`src/rtl/and_gate.sv`:
```
// and_gate: bitwise AND with combinational and registered outputs, per-bit rise pulses
// and a saturating rise counter on bit 0 of the registered output.
module and_gate #(
  parameter int WIDTH = 1,
  parameter int CNT_W = 8
) (
  input  logic             clk,
  input  logic             rst_n,
  input  logic [WIDTH-1:0] a,
  input  logic [WIDTH-1:0] b,
  output logic [WIDTH-1:0] c,
  output logic [WIDTH-1:0] c_q,
  output logic [WIDTH-1:0] c_rise,
  output logic [CNT_W-1:0] rise_cnt
);
  logic [WIDTH-1:0] c_q_prev;
  logic             rise_next;
  assign c         = a & b;
  assign c_rise    = c_q & ~c_q_prev;
  // Counter advances on the same edge that raises c_q[0], so it already shows the new count during the pulse.
  assign rise_next = c[0] & ~c_q[0];
  always_ff @(posedge clk or negedge rst_n)
    if (!rst_n) begin
      c_q      <= '0;
      c_q_prev <= '0;
      rise_cnt <= '0;
    end else begin
      c_q      <= c;
      c_q_prev <= c_q;
      if (rise_next && rise_cnt != '1) rise_cnt <= rise_cnt + 1'b1;
    end
endmodule

```
`config.mk`:
```
export PLATFORM = sky130hd
export DESIGN_NAME = and_gate
export DESIGN_NICKNAME = d
export VERILOG_FILES = /design/src/rtl/and_gate.sv
export SDC_FILE = /design/constraint.sdc
export NUM_CORES = 1
export LEC_CHECK = 0
export CAP_MARGIN = 0
export CORE_AREA = 10 10 47 49
export DETAILED_ROUTE_END_ITERATION = 8
export DIE_AREA = 0 0 57 59
export GPL_ROUTABILITY_DRIVEN = 0
export PLACE_DENSITY_LB_ADDON = 0.2
export REMOVE_ABC_BUFFERS = 1
export SYNTH_ARGS = -nofsm -noshare
export SYNTH_HDL_FRONTEND = slang
export SYNTH_SLANG_ARGS = --single-unit
```
`constraint.sdc`:
```
create_clock -name clk -period 4.6 [get_ports clk]
set_clock_uncertainty 0.15 [all_clocks]
set_input_delay 0.69 -clock clk [delete_from_list [all_inputs] [get_ports clk]]
set_output_delay 0.69 -clock clk [all_outputs]
set_load 0.01 [all_outputs]
```
== Yosys cells after proc, flatten, opt, wreduce, memory -nomap -nowiden ==
Index checks and enable logic that the tools add are counted.

* Add/subtract/negate cells: 1
* Eq/ne operators: 1
* Bitwise gates (word level): 5
* Reduce and logical (&&, ||, !) cells: 1

{| class="wikitable"
|+ Operators with widths
! cell !! count
|-
| $add A8 B1 Y8 const B || 1
|-
| $ne A8 B8 Y1 const B || 1
|-
| $and A1 B1 Y1 || 3
|-
| $not A1 Y1 || 2
|-
| $logic_and A1 B1 Y1 || 1
|}

* Register bits: 10
* Input bits: 4
* Output and inout bits: 11
* Word-level logic and storage cells: 11

== Logic depth before layout (Yosys ltp) ==
* Depth after elaboration: 3
* Depth in mapped cells: 4

== Least setup slack after synthesis ==
No wires, ideal clock.

* Path type: input to output
* From: input a
* To: output c
* Arrival: 862 ps
* Data required time: 3760 ps
* Setup slack: 2898 ps
* Stages: 1
* Path through: and2_1

* Cells in the longest elaborated chain, start to end: 1

{| class="wikitable"
|+ Ends and longest elaborated chain
! what !! line !! RTL
|-
| start: declaration || 9 || <nowiki>input logic [WIDTH-1:0] a,</nowiki>
|-
| $and A1 B1 Y1 || 18 || <nowiki>assign c = a & b;</nowiki>
|-
| end: declaration || 11 || <nowiki>output logic [WIDTH-1:0] c,</nowiki>
|}

Every way passes these cells.

== Worst setup path after layout ==
Ends and elaborated chain as after synthesis.

==> impl_metrics.yaml <==
run_status:
  status: "completed"
sta:
  holdWs_ps: 281
  fin_crit_sh_pct: 58.6
  rsz0062_at_grt: "no"
  slew_viol_final: 0
  timing.slew.headroom_pct: 68.2
  fin_ws_ps: 1900
  setup_viol: 0
  worst_slew_pin_slew_ps: 475
  fmax_ghz: 0.371
  hold_violations: 0
  fin_tns_setup_ps: 0
  period_needed_ps: 2700
floorplan:
  die-height_um: 59
  num_rows: 14
  io_pins: 15
  core_mm2: 0.00140
  die_w_um: 57
  die_area_mm2: 0.00336
  start_util_pct: 36.7
logic_synthesis:
  synth_warnings: 0
  synth_mux_area_share_pct: 10.7
  synth_top_family_by_area: "simple AND/OR/NAND/NOR gates"
  synthAdderAreaFrac_pct: 2.43
  synth.distinct_cells: 23
  synthFlopType: "dfrtp_1"
  synth_top_area_share_pct: 48.7
  ys_ff_latch: 10
  seq_area_frac_synth_pct: 48.7
  synth-async-reset-ratio_pct: 100
  synth_edf_count: 0
  synth-simple-area-share_pct: 23.8
  synth_xor_area_share_pct: 1.70
  synthTopCellsByArea: "dfrtp_1 (49%), mux2_2 (6.6%), nand2_1 (4.4%), o2111a_1 (4.4%), nand4_1 (3.6%)"
  yosys.area.top_type: "dfrtp_1"
  syn_avg_cell_area_um2: 10.9
  syn_area_um2: 514
  synth-compound-area-share_pct: 9.00
  synthCells: 47
routing:
  drc: 0
  drtPass1Iterations: 6
  viasPerCell: 5.30
  drt_iter0_drc: 6
  wl_per_cell_um: 14.4
  postRouteAntennaNets: 0
  vias: 419
  wirelength_um: 1140
global_routing:
  grt_max_degree: 11
  grt_pass1_wl_um: 2150
  track_usage_pct: 8.11
  overflow: 0
  grt_pass1_vias: 484
  antenna_found_initial: 0
cts:
  htreeDepth: 1
  postCtsSetupRepairBufs: 0
  numCtsBuffers: 3
  clock-sinks: 10
  cts_buffer_depth: 2
  cts_tree: "built"
  postCtsResizedCells: 0
  path_clk_slew_ps: 60
  clock-root-buffer: "clkbuf_4"
  cts_hold_buf: 0
  clk_latency_ps: 260
setup_path:
  crit_type: "in2out"
  startpoint: "a"
  critPathMostFrequentCell: "clkdlybuf4s50_1"
  end_kind: "output pin"
  r2r_end: "rise_cnt[1]$_DFFE_PN0P_"
  critPathMaxStageDelay_ps: 540
  cp.arrival_ps: 1860
  cp_max_fo: 3
  crit_slowest_cell: "clkdlybuf4s50_1"
  start_kind: "primary input"
  cp.required_ps: 3760
  reg2reg_slack_ps: 2880
  rr_worst_depth: 4
  rr_startpoint: "rise_cnt[0]$_DFFE_PN0P_"
  crit_chain: "clkdlybuf4s50_1 > and2_1 > clkdlybuf4s50_1"
power_and_ir_drop:
  pwr-share-clk_pct: 17.6
  power.internal_uw: 212
  peakVddDrop_v: 0.000241
  switchingPower_uw: 120
  power_density_mw_per_mm2: 485
  switching_share_pct: 36.2
  leakage_uw: 0.000280
  combPwrFrac_pct: 37.4
  power.share.sequential_pct: 44.9
place:
  dp.final_hpwl_um: 869
  pre_cts_slack_ps: 1900
  port_buffers: 14
  placed_area_um2: 663
final_layout:
  utilization_pct: 48.9
  drive_gt1_share_pct: 14.3
  syn2layout_area_growth_pct: 33.3
  diodes: 0
  final_area_um2: 686
  final_common_cell: "clkdlybuf4s50_1"
  nNetsFinal: 70
  final_cell_mix: "clkdlybuf4s50_1 (14), dfrtp_1 (10), nand2_1 (6)"
hold_path:
  worstHoldEndpoint: "c_q_prev$_DFF_PN0_"
  worstHoldStart: "c_q$_DFF_PN0_"
  hold_depth: 0
  worstHoldPathType: "reg2reg"
run:
  maxCapViolCount: 0
[cells in the mapped netlist (2+ instances only)]
master and instances:
o2111a_1 2, nor2_1 2, nand4_1 3, inv_1 2, a21oi_1 3, dfrtp_1 10
nand2_1 6, and3_1 2, mux2_2 3
[how the worst max path moves through the flow]
stage / end / slack, ps / depth (start not counted)
floorplan: c / 2900 / 1
global placement: c / 1910 / 3
detailed placement: c / 1900 / 3
CTS: c / 1900 / 3
global route: c / 1840 / 3
finish: c / 1900 / 3
[routing by layer]
metal / part of all wire (%) / GRT usage [%] / up-vias
li1: - / - / 203
met1: 42 / 9.14 / 192
met2: 43 / 11.0 / 24
met3: 15 / 4.72 / 0
met4: 0 / 6.04 / 0
met5: 0 / 0 / -
[worst max-delay path: cells and delay by family]
kind	cells	cell delay, ps
buffers and inverters	2	1020
and+or+nand+nor	1	140
[power by group through the flow]
stage / Clock (uW) / Combinational (uW) / Sequential [uW]
after floorplan: 0 / 51.2 / 156
after global placement: 0 / 124 / 152
after detailed placement: 0 / 126 / 152
after CTS: 61.3 / 127 / 151
after global routing: 66.7 / 142 / 157
final: 58.7 / 125 / 149
[state kept, by name, summed over array words and instances, names as in the netlist]
name	cells
c_q_prev	1
rise_cnt	8
c_q	1
[kinds of logic (layout without fill, tap and decap cells)]
family	count (synthesis)	count (layout)
multiplexers	5	5
buffers and inverters	3	19
adder cells (fa/ha/maj)	1	1
AO/OA/AOI/OAI	6	6
flip-flops	10	10
AND/OR/NAND/NOR	21	21
XOR/XNOR	1	1
[metrics by stage]
stage | total power [uW] | cells
2_1_floorplan | 207 | 46
3_3_place_gp | 276 | 76
3_5_place_dp | 278 | 76
4_1_cts | 339 | 79
5_1_grt | 365 | 79
6_report | 333 | 79
[layout make-up]
cell class | instances | area (um2)
clock buffer | 3 | 22.5
fill | 136 | 716
inverter | 2 | 7.51
multi-input combinational | 34 | 245
sequential | 10 | 250
tap | 16 | 20.0
timing repair buffer | 14 | 140
Power figures use the tool's default switching activity.
